`src/rtl/duhu_pkg.sv`:
```
// Shared types and defaults for the duhu operand scoreboard.
package duhu_pkg;

    localparam int unsigned NSTG_DEF     = 3;
    localparam int unsigned LOAD_LAT_DEF = 1;
    localparam int unsigned RA_W_DEF     = 5;

    // Shadow entries store rd at this fixed width; RA_W must not exceed it.
    localparam int unsigned RA_W_MAX     = 8;

    localparam int unsigned FWD_RF       = 0;

    typedef struct packed {
        logic                v;
        logic [RA_W_MAX-1:0] rd;
        logic                ld;
    } shadow_t;

endpackage

```
`src/rtl/duhu_match.sv`:
```
// One operand's hazard check: youngest-first match over the shadow pipe,
// resolved into a forward select or a load-use / no-forward stall request.
module duhu_match
    import duhu_pkg::*;
#(
    parameter int unsigned NSTG     = NSTG_DEF,
    parameter int unsigned LOAD_LAT = LOAD_LAT_DEF,
    parameter int unsigned RA_W     = RA_W_DEF,
    parameter bit          FWD_ON   = 1'b1,
    localparam int unsigned FS_W    = $clog2(NSTG + 1)
) (
    input  shadow_t         pipe [NSTG],
    input  logic [RA_W-1:0] addr,
    input  logic            sel,
    input  logic            id_nop,
    output logic            hazard,
    output logic [FS_W-1:0] fwd
);

    logic            hit;
    logic            ld;
    logic [FS_W-1:0] stage;

    // Scan oldest to youngest so the lowest matching index wins.
    always_comb begin
        hit   = 1'b0;
        ld    = 1'b0;
        stage = '0;
        for (int unsigned i = 0; i < NSTG; i++) begin
            if (pipe[NSTG-1-i].v && (pipe[NSTG-1-i].rd == RA_W_MAX'(addr)) &&
                (addr != '0) && sel && !id_nop) begin
                hit   = 1'b1;
                ld    = pipe[NSTG-1-i].ld;
                stage = FS_W'(NSTG-1-i);
            end
        end
    end

    always_comb begin
        hazard = 1'b0;
        fwd    = FS_W'(FWD_RF);
        if (hit) begin
            if (FWD_ON) begin
                hazard = ld && (stage < FS_W'(LOAD_LAT));
                if (!hazard) begin
                    fwd = stage + FS_W'(1);
                end
            end else begin
                // WB writes through the register file, so only earlier stages stall.
                hazard = stage < FS_W'(NSTG-1);
            end
        end
    end

endmodule

```
`src/rtl/duhu_scoreboard.sv`:
```
// Operand scoreboard: shadow pipeline of writers after ID, per-operand forwarding
// and load-use stall. Define DUHU_FORWARD_EN to enable forwarding paths.
module duhu_scoreboard
    import duhu_pkg::*;
#(
    parameter int unsigned NSTG     = NSTG_DEF,
    parameter int unsigned LOAD_LAT = LOAD_LAT_DEF,
    parameter int unsigned RA_W     = RA_W_DEF,
    localparam int unsigned FS_W    = $clog2(NSTG + 1)
) (
    input  logic            clk,
    input  logic            reset,
    input  logic            id_nop,
    input  logic            id_a_s,
    input  logic            id_b_s,
    input  logic            id_d_s,
    input  logic [RA_W-1:0] id_rs1,
    input  logic [RA_W-1:0] id_rs2,
    input  logic [RA_W-1:0] id_rd,
    input  logic            id_rf_le,
    input  logic            id_load,
    input  logic            flush,
    output logic            stall,
    output logic [FS_W-1:0] fwd_a,
    output logic [FS_W-1:0] fwd_b,
    output logic [FS_W-1:0] fwd_d,
    output logic [15:0]     stall_cnt
);

`ifdef DUHU_FORWARD_EN
    localparam bit FWD_ON = 1'b1;
`else
    localparam bit FWD_ON = 1'b0;
`endif

    shadow_t pipe [NSTG];
    shadow_t entry0;
    logic    haz_a;
    logic    haz_b;
    logic    haz_d;

    duhu_match #(.NSTG(NSTG), .LOAD_LAT(LOAD_LAT), .RA_W(RA_W), .FWD_ON(FWD_ON)) u_match_a (
        .pipe(pipe), .addr(id_rs1), .sel(id_a_s), .id_nop(id_nop), .hazard(haz_a), .fwd(fwd_a)
    );

    duhu_match #(.NSTG(NSTG), .LOAD_LAT(LOAD_LAT), .RA_W(RA_W), .FWD_ON(FWD_ON)) u_match_b (
        .pipe(pipe), .addr(id_rs2), .sel(id_b_s), .id_nop(id_nop), .hazard(haz_b), .fwd(fwd_b)
    );

    duhu_match #(.NSTG(NSTG), .LOAD_LAT(LOAD_LAT), .RA_W(RA_W), .FWD_ON(FWD_ON)) u_match_d (
        .pipe(pipe), .addr(id_rd), .sel(id_d_s), .id_nop(id_nop), .hazard(haz_d), .fwd(fwd_d)
    );

    always_comb begin
        stall     = (haz_a | haz_b | haz_d) & ~flush;
        entry0.v  = id_rf_le & ~id_nop & ~stall & ~flush;
        entry0.rd = RA_W_MAX'(id_rd);
        entry0.ld = id_load;
    end

    always_ff @(posedge clk) begin
        if (reset) begin
            for (int unsigned i = 0; i < NSTG; i++) begin
                pipe[i] <= '0;
            end
        end else begin
            pipe[0] <= entry0;
            for (int unsigned i = 1; i < NSTG; i++) begin
                pipe[i] <= pipe[i-1];
            end
        end
    end

    always_ff @(posedge clk) begin
        if (reset) begin
            stall_cnt <= '0;
        end else if (stall) begin
            stall_cnt <= stall_cnt + 16'd1;
        end
    end

endmodule
```
`config.mk`:
```
export PLATFORM = sky130hd
export DESIGN_NAME = duhu_scoreboard
export DESIGN_NICKNAME = d
export VERILOG_FILES = /design/src/rtl/duhu_pkg.sv /design/src/rtl/duhu_match.sv /design/src/rtl/duhu_scoreboard.sv
export SDC_FILE = /design/constraint.sdc
export NUM_CORES = 1
export LEC_CHECK = 0
export ABC_AREA = 1
export CORE_MARGIN = 2
export CORE_UTILIZATION = 49
export DETAILED_ROUTE_END_ITERATION = 10
export PLACE_DENSITY = 0.88
export SLEW_MARGIN = 10
export SYNTH_ARGS = -nofsm -noshare
export SYNTH_HDL_FRONTEND = slang
export SYNTH_SLANG_ARGS = --single-unit
export TNS_END_PERCENT = 50
```
`constraint.sdc`:
```
create_clock -name clk -period 1.9 [get_ports clk]
set_clock_uncertainty 0.2 [all_clocks]
set_input_delay 0.38 -clock clk [delete_from_list [all_inputs] [get_ports clk]]
set_output_delay 0.38 -clock clk [all_outputs]
set_load 0.005 [all_outputs]
```
Yosys cells after proc, flatten, opt, wreduce, memory -nomap -nowiden
Index checks and enable logic that the tools add are counted.
{"block": "word_totals", "ff_bits": 43, "output_inout_bits": 23, "word_cells": 91}
{"block": "classes", "n_addsub": 1, "order_cmp": 3, "n_eq_ne": 9, "muxes": 21, "n_bitwise": 9, "reduce_logical": 40}
{"operator": "$eq 8x5->1", "n": 9}
{"operator": "$logic_and 1x1->1", "n": 36}
{"operator": "$mux 2", "n": 9}
{"operator": "$add 16x1->16 const B", "n": 1}
{"operator": "$reduce_bool 5->1", "n": 3}
{"operator": "$mux 1", "n": 12}
{"operator": "$lt 2x2->1 const B", "n": 3}
{"operator": "$and 1x1->1", "n": 4}
{"operator": "$not 1->1", "n": 3}
{"operator": "$or 1x1->1", "n": 2}
{"operator": "$logic_not 1->1", "n": 1}

Longest topological paths before layout
Gate-level depths: netlist of the first run.
{"block": "logic_depth", "depth_word": 16, "mapped_depth": 12}

By module
Synthesis of the first run repeated with hierarchy kept, for this count alone.
{"block": "unflattened", "hier_cells": 405, "area_unflattened_um2": 2309.7}
{"mod": "duhu_scoreboard", "instances": 1, "cells_per_inst": 207, "area_each_um2": 1495.2}
{"mod": "duhu_match", "instances": 3, "cells_per_inst": 66, "area_each_um2": 271.5}

Worst setup path after synthesis of the first run
No wires, ideal clock.
{"block": "synth_path", "path_type": "input port to output port", "startpoint": "input id_rd[0]", "endpoint": "output stall", "t_arrival_ps": 1087, "required_ps": 1320, "slack_ps": 233, "stages": 8, "n_path_buf": 0, "path_cell_list": "inv_1 > nand4_1 > o21ai_0 > inv_1 > nand2_2 > nand3_4 > nand2_4 > inv_2"}
{"block": "synth_via", "elab_chain_len": 12, "elab_cells_between_ends": 26, "cone_classes": "order compare: 1; eq/ne: 3; mux: 7; bitwise: 2; reduce/logical: 13"}
{"element": "from (decl)", "line_no": "duhu_scoreboard.sv:19", "source": "input logic [RA_W-1:0] id_rd,"}
{"element": "$eq 8x5->1", "line_no": "duhu_match.sv:30", "source": "if (pipe[NSTG-1-i].v && (pipe[NSTG-1-i].rd == RA_W_MAX'(addr)) &&"}
{"element": "$logic_and 1x1->1 (2 in series)", "line_no": "duhu_match.sv:30"}
{"element": "$logic_and 1x1->1 (2 in series)", "line_no": "duhu_match.sv:31", "source": "(addr != '0) && sel && !id_nop) begin"}
{"element": "$mux 2 (3 in series)", "line_no": "duhu_match.sv:30"}
{"element": "$lt 2x2->1", "line_no": "duhu_match.sv:50", "source": "hazard = stage < FS_W'(NSTG-1);"}
{"element": "$mux 1 (*)", "line_no": "duhu_match.sv:42", "source": "if (hit) begin"}
{"element": "$or 1x1->1 (*)", "line_no": "duhu_scoreboard.sv:55", "source": "stall = (haz_a | haz_b | haz_d) & ~flush;"}
{"element": "$and 1x1->1 (*)", "line_no": "duhu_scoreboard.sv:55"}
{"element": "to (decl)", "line_no": "duhu_scoreboard.sv:23", "source": "output logic stall,"}
Mark *: on every way between the ends. The rest lies on a longest branch, timed or not.

Worst setup path after layout of the first run
{"block": "layout_path", "startpoint": "input id_rd[2]", "endpoint": "output stall"}
The elaborated chain is that of the path after synthesis.

==> flow_summary.rst, run 1 <==
.. list-table::
   :header-rows: 1

   * - Metric
     - Value
   * - Result of the run
     - finished with violations
   * - Violated checks
     - negative setup slack
   * - Seq pwr share
     - 50.9%
   * - Signal arrival time at the worst endpoint
     - 1.48 ns
   * - Shortest period the worst path allows
     - 2.06 ns
   * - Max-cap check violation count
     - 0
   * - Avg Vias per Cell
     - 5.03
   * - Worst setup slack before clock tree synthesis
     - -0.865 ns
   * - Worst ir drop on vdd
     - 0.378 mV
   * - Synthesized cell area
     - 1960 µm²
   * - Final worst-path setup slack
     - -0.163 ns
   * - Simple-gate share of the synthesized area
     - 45.2%
   * - Clock Tree Root
     - sky130_fd_sc_hd__clkbuf_8
   * - Mean area per synthesized cell
     - 6.25 µm²
   * - WP data required
     - 1.32 ns
   * - Delay of the slowest cell on the worst path
     - 0.21 ns
   * - Layout overhead on the synthesized area
     - 36.7%
   * - Core Region
     - 3910 µm²
   * - Fraction of the cycle the final worst path needs
     - 109%
   * - Number of synthesis warnings
     - 0
   * - H-tree lvl count
     - 1
   * - Hold WC Path Type
     - reg2reg
   * - Net switching component of the power
     - 0.311 mW
   * - Setup crit end
     - stall
   * - Clock Sinks
     - 28
   * - Cell repeated most along the worst path
     - sky130_fd_sc_hd__inv_2
   * - Longest Clk Path Bufs
     - 2
   * - Share of total power in the clock network
     - 30.6%
   * - Vias after detailed routing
     - 2156
   * - Worst Path Class, Setup
     - in2out
   * - R2r setup slk
     - 0.09 ns
   * - Hold_buf cts
     - 0
   * - Terminus of the critical flop-to-flop path
     - stall_cnt[3]
   * - Pleak
     - 1.21 nW
   * - Cell type group with the largest total delay on the critical path
     - buffers and inverters
   * - Share of final-layout standard cells stronger than drive strength 1
     - 27.7%
   * - Launching point of the worst reg2reg path
     - pipe[15]
   * - Dominant combinational cell family by area after synthesis
     - simple AND/OR/NAND/NOR gates
   * - Final non-filler cell total
     - 429
   * - Clock latency of the later-clocked register in the worst-skew pair
     - 0.28 ns
   * - Instance count on the critical path
     - 11
   * - Setup violations, final
     - 1
   * - Xor and xnor area share after synthesis
     - 6.69%
   * - RD Place Congestion
     - 0.921
   * - Worst setup EP type
     - primary output
   * - Die Height
     - 67.3 µm
   * - Total congestion overflow
     - 0
   * - Input/output buffers
     - 39
   * - NumNets Final
     - 405
   * - Detailed placement HPWL
     - 3.73 mm
   * - Number of I/O pins
     - 47
   * - Antenna violations before repair
     - 0
   * - Area enclosed by the die boundary
     - 4530 µm²
   * - Critical path's slowest cell
     - sky130_fd_sc_hd__clkdlybuf4s15_2
   * - Max-slew violation count
     - 0
   * - Total wire length after detailed routing
     - 5.23 mm
   * - Unrepaired setup endpoints after global routing
     - true
   * - Power density of the placed cells
     - 445 nW/µm²
   * - Startpoint kind of the worst setup timing path
     - input port
   * - Hold slack final
     - 0.291 ns
   * - Syn Inst Count
     - 314
   * - Number of buffers created by CTS
     - 3
   * - Clock tree from TritonCTS
     - done
   * - Share of power burned in combinational logic
     - 18.5%
   * - Wire length per cell after detailed routing
     - 12.2 µm
   * - Count of final hold-check violations
     - 0
   * - Die width
     - 67.3 µm
   * - Number of remaining DRC errors
     - 0
   * - Int Power
     - 0.884 mW
   * - Proportion of synthesized chip area in sequential cells
     - 28.6%
   * - Pin count of the biggest net entering global routing
     - 21
   * - Clock-pin slew of the registers on the worst-case setup and hold paths
     - 0.09 ns
   * - Global-route wire length before repair
     - 8.36 mm
   * - Maximum fanout along the worst path
     - 3
   * - Worst setup startpoint
     - id_rd[2]
   * - Adder and majority gate portion of the synthesized area
     - 0.637%
   * - Share of synthesized area spent on multiplexers
     - 0%
   * - Register bit count reported by yosys
     - 28
   * - Number of buffers and inverters on the critical path
     - 6
   * - Cells traversed along the worst timing path
     - clkdlybuf4s15_2, inv_2, buf_4, nand4_1, o21ai_1, inv_1, nand2_2, nand3_4, nand2_4, inv_2, buf_6
   * - Pwr Total
     - 1.20 mW
   * - Fmax
     - 485 MHz
   * - Global-route usage over all layers
     - 23.8%
   * - Share of total power consumed by net switching
     - 26.1%
   * - Number of nets with antenna violations after detailed routing
     - 0
   * - Antenna cells
     - 0
   * - Synth cell types
     - 27
   * - Site row count
     - 23
   * - Starting density of the core
     - 50.2%
   * - Synth Area in Compound Gates
     - 7.27%
   * - Reg2reg path depth
     - 11
   * - Drt first pass iters
     - 4
   * - Inst Count DP
     - 421
   * - Number of DRC markers after the initial detailed-route iteration
     - 131
   * - Vias in the first global route
     - 1970
## layer usage
layer | part of all wire [%] | global-route usage, % | wire length (µm) | vias to the layer above
li1 | - | - | - | 1089
met1 | 43 | 29.3 | 2240 | 966
met2 | 49 | 41.6 | 2540 | 84
met3 | 5.2 | 1.33 | 274 | 17
met4 | 3.4 | 12.8 | 179 | 0
met5 | 0 | 0 | 0 | -
## worst min-delay path by stage
stage | from | slack (ns) | cells past startpoint | endpoint
after global routing | pipe[29] | 0.31 | 2 | pipe[19]
after detailed placement | pipe[29] | 0.28 | 2 | pipe[19]
after CTS | pipe[29] | 0.30 | 2 | pipe[19]
after global placement | pipe[29] | 0.26 | 2 | pipe[19]
after floorplan | pipe[29] | 0.23 | 2 | pipe[19]
final | pipe[29] | 0.29 | 2 | pipe[19]
## synth_stat cells (all sizes together)
library cell  number  area share [%]
nor3               4             1.3
nand3b             2            0.76
inv               37             7.1
buf               10             4.0
xor2               8             3.6
nor2              50             9.7
clkbuf             2            0.38
conb               1            0.19
o21ai              7             1.8
nand3             32              11
nand2            108              21
dfxtp             28              29
ha                 1            0.64
xnor2              7             3.1
nand4              3            0.96
a21oi             14             5.5
## flip-flops by register name, indices dropped and copies added (netlist names)
signal and count:
stall_cnt 16, pipe 12
## tightest hold or removal path, stage by stage (launching register included)
cell and delay, ns:
sky130_fd_sc_hd__dfxtp_1 0.35, sky130_fd_sc_hd__inv_1 0.07, sky130_fd_sc_hd__nor2_1 0.04
## cells by family after synthesis
logic type,after synthesis
XOR/XNOR,15
buffers and inverters,49
adder cells (fa/ha/maj),1
flip-flops,28
other,1
AO/OA/AOI/OAI,21
AND/OR/NAND/NOR,199
## power groups by stage
| stage | clock (mW) | combinational [mW] | sequential, mW |
|---|---|---|---|
| after floorplan | 0 | 0.110 | 0.620 |
| after global routing | 0.400 | 0.245 | 0.611 |
| after detailed placement | 0 | 0.211 | 0.623 |
| after CTS | 0.376 | 0.213 | 0.610 |
| final | 0.366 | 0.221 | 0.609 |
| after global placement | 0 | 0.208 | 0.622 |
## final cells by class
class / instances / area, µm²
Multi-Input combinational cell: 242 / 1230
Fill cell: 363 / 1230
Tap cell: 50 / 62.6
Sequential cell: 28 / 586
Timing Repair Buffer: 68 / 613
Inverter: 37 / 141
Clock buffer: 4 / 55.1
## through the flow
step	cell area, µm²	util [%]	setup TNS, ns
global route	2680	68.6	-0.318
detailed placement	2550	65.1	-8.51
CTS	2650	67.8	-0.159
global placement	2550	65.1	-7.63
floorplan	1980	-	0
finish	2680	68.6	-0.163
## cell usage in the layout (no fill, tap or decap), types with 4 or more instances in the layout
cell,synthesis,routed
sky130_fd_sc_hd__nand3_2,9,9
sky130_fd_sc_hd__nand2_2,3,7
sky130_fd_sc_hd__xor2_1,8,8
sky130_fd_sc_hd__clkbuf_8,0,4
sky130_fd_sc_hd__nand3_1,22,22
sky130_fd_sc_hd__a21oi_2,10,10
sky130_fd_sc_hd__buf_4,7,26
sky130_fd_sc_hd__a21oi_1,4,4
sky130_fd_sc_hd__xnor2_1,7,7
sky130_fd_sc_hd__dfxtp_2,0,11
sky130_fd_sc_hd__inv_2,13,15
sky130_fd_sc_hd__nor2_2,1,6
sky130_fd_sc_hd__dfxtp_1,28,14
sky130_fd_sc_hd__clkdlybuf4s50_1,0,23
sky130_fd_sc_hd__conb_1,1,6
sky130_fd_sc_hd__inv_1,24,21
sky130_fd_sc_hd__clkdlybuf4s15_1,0,4
sky130_fd_sc_hd__dlygate4sd2_1,0,7
sky130_fd_sc_hd__nand2_1,104,100
sky130_fd_sc_hd__nor2_1,49,44
## what timing repair did
item                       in CTS  in global routing
setup buffers                   4                  3
pin swaps                      18                 17
setup endpoints to repair      18                 21
resized for setup              46                 21
(Power assumes the default switching activity.)
==> inputs of run 2 (changes only) <==
CORE_MARGIN = 4   (was 2)
==> flow_summary.rst, run 2 (same netlist as run 1, synthesis figures left out) <==
.. list-table::
   :header-rows: 1

   * - Metric
     - Value
   * - Result of the run
     - finished with violations
   * - Violated checks
     - negative setup slack
   * - Clock tree from TritonCTS
     - done
   * - Antenna violations before repair
     - 0
   * - Core Region
     - 3770 µm²
   * - Wire length per cell after detailed routing
     - 12.7 µm
   * - Clock-pin slew of the registers on the worst-case setup and hold paths
     - 0.09 ns
   * - Input/output buffers
     - 39
   * - Global-route wire length before repair
     - 8.36 mm
   * - Share of power burned in combinational logic
     - 16.6%
   * - Die width
     - 71.3 µm
   * - Final worst-path setup slack
     - -0.169 ns
   * - Starting density of the core
     - 52.1%
   * - Startpoint kind of the worst setup timing path
     - register
   * - Number of remaining DRC errors
     - 0
   * - Clock latency of the later-clocked register in the worst-skew pair
     - 0.28 ns
   * - Global-route usage over all layers
     - 20.2%
   * - Max-cap check violation count
     - 0
   * - Most flop-heavy register
     - stall_cnt
   * - Antenna cells
     - 0
   * - Fmax
     - 483 MHz
   * - Number of flip-flops under the largest register name
     - 16
   * - Number of buffers created by CTS
     - 3
   * - Max-slew violation count
     - 0
   * - Number of DRC markers after the initial detailed-route iteration
     - 120
   * - Fraction of the cycle the final worst path needs
     - 109%
   * - H-tree lvl count
     - 1
   * - Power density of the placed cells
     - 489 nW/µm²
   * - WP data required
     - 1.32 ns
   * - Hold WC Path Type
     - in2reg
   * - Signal arrival time at the worst endpoint
     - 1.49 ns
   * - Pin count of the biggest net entering global routing
     - 18
   * - Die Height
     - 71.3 µm
   * - Clock Sinks
     - 28
   * - Net switching component of the power
     - 0.315 mW
   * - Maximum fanout along the worst path
     - 2
   * - Total congestion overflow
     - 0
   * - NumNets Final
     - 402
   * - Share of total power in the clock network
     - 36.2%
   * - Unrepaired setup endpoints after global routing
     - true
   * - Share of final-layout standard cells stronger than drive strength 1
     - 26.9%
   * - Shortest period the worst path allows
     - 2.07 ns
   * - Detailed placement HPWL
     - 4.00 mm
   * - Largest registers
     - stall_cnt: 16 flops, pipe: 12 flops
   * - Setup TNS after final layout
     - -0.169 ns
   * - Pleak
     - 1.19 nW
   * - Worst setup EP type
     - primary output
   * - Share of total power consumed by net switching
     - 24.3%
   * - Site row count
     - 22
   * - Area enclosed by the die boundary
     - 5080 µm²
   * - Number of nets with antenna violations after detailed routing
     - 0
   * - Clock Tree Root
     - sky130_fd_sc_hd__clkbuf_8
   * - Number of I/O pins
     - 47
   * - Setup violations, final
     - 1
   * - Worst ir drop on vdd
     - 0.427 mV
   * - Drt first pass iters
     - 5
   * - Worst Path Class, Setup
     - reg2out
   * - Longest Clk Path Bufs
     - 2
   * - Avg Vias per Cell
     - 5.07
   * - Core Util, Final
     - 70.1%
   * - Int Power
     - 0.978 mW
   * - Seq pwr share
     - 47.2%
   * - RD Place Congestion
     - 0.937
   * - Vias in the first global route
     - 1939
   * - Layout overhead on the synthesized area
     - 34.7%
   * - Leading cell type in the layout, fill and taps excluded
     - sky130_fd_sc_hd__nand2_1
   * - Total wire length after detailed routing
     - 5.39 mm
   * - Most frequent cells in the layout
     - 103 x sky130_fd_sc_hd__nand2_1, 41 x sky130_fd_sc_hd__nor2_1, 23 x sky130_fd_sc_hd__clkdlybuf4s50_1
   * - Vias after detailed routing
     - 2149
   * - Count of final hold-check violations
     - 0
## run 2: cell types whose count changed in the layout (fill, tap and decap cells not counted), moves of 3 or more
cell                            before  now
sky130_fd_sc_hd__nor2_1             44   41
sky130_fd_sc_hd__o21ai_1             3    6
sky130_fd_sc_hd__dfxtp_2            11   14
sky130_fd_sc_hd__nand2_1           100  103
sky130_fd_sc_hd__nor2_2              6    9
sky130_fd_sc_hd__nand2_2             7    4
sky130_fd_sc_hd__buf_4              26   22
sky130_fd_sc_hd__dlygate4sd2_1       7   11
## run 2: worst max-delay path: stages, from the launching register on
cell	delay, ns
sky130_fd_sc_hd__dfxtp_2	0.34
sky130_fd_sc_hd__buf_4	0.13
sky130_fd_sc_hd__nand2_1	0.07
sky130_fd_sc_hd__nand2_1	0.05
sky130_fd_sc_hd__nor2_1	0.12
sky130_fd_sc_hd__nand3_1	0.09
sky130_fd_sc_hd__nand2_1	0.09
sky130_fd_sc_hd__nand2_2	0.06
sky130_fd_sc_hd__nand3_4	0.07
sky130_fd_sc_hd__nand2_4	0.05
sky130_fd_sc_hd__inv_2	0.05
sky130_fd_sc_hd__buf_2	0.10
## run 2: area by class of cell
cell class,instances,area (µm²)
Clock buffer,3,41.3
Clock inverter,1,30.0
Fill cell,312,1130
Inverter,37,139
Multi-Input combinational cell,242,1220
Sequential cell,28,582
Tap cell,48,60.1
Timing Repair Buffer,65,572
## run 2: power groups by stage
stage                     registers, mW  logic (mW)  clock network (mW)
after floorplan                   0.620       0.110                   0
after global placement            0.621       0.206                   0
after detailed placement          0.622       0.210                   0
after CTS                         0.609       0.207               0.476
after global routing              0.612       0.237               0.502
final                             0.610       0.214               0.468
## run 2: timing repair
item,CTS,global route
setup endpoints to repair,17,17
gates resized for setup,40,21
hold buffers,0,0
setup buffers,0,2
pin swaps,14,3
## run 2: stage by stage
| stage | cell area (µm²) | hold WS (ns) | total power, mW | worst slack, ns | instances |
|---|---|---|---|---|---|
| global placement | 2530 | 0.262 | 0.828 | -0.792 | 418 |
| floorplan | 1980 | 0.228 | 0.729 | 0.233 | 319 |
| CTS | 2610 | 0.302 | 1.29 | -0.168 | 422 |
| finish | 2650 | 0.239 | 1.29 | -0.169 | 424 |
| global route | 2650 | 0.263 | 1.35 | -0.254 | 424 |
| detailed placement | 2530 | 0.292 | 0.832 | -0.803 | 418 |
## run 2: metal layers
metal / vias to the layer above / track usage [%] / wire length (µm)
met4: 0 / 8.35 / 142
met1: 956 / 24.0 / 2140
li1: 1081 / - / -
met3: 17 / 2.24 / 372
met5: - / 0 / 0
met2: 95 / 36.6 / 2730
## run 2: final timing paths
path,start,to,slack (ns),cells past startpoint
setup / recovery,pipe[21],stall,-0.17,11
hold / removal,id_rd[2],pipe[23],0.24,4
setup reg to reg,pipe[21],stall_cnt[5],0.06,11
hold reg to reg,stall_cnt[15],stall_cnt[15],0.30,2
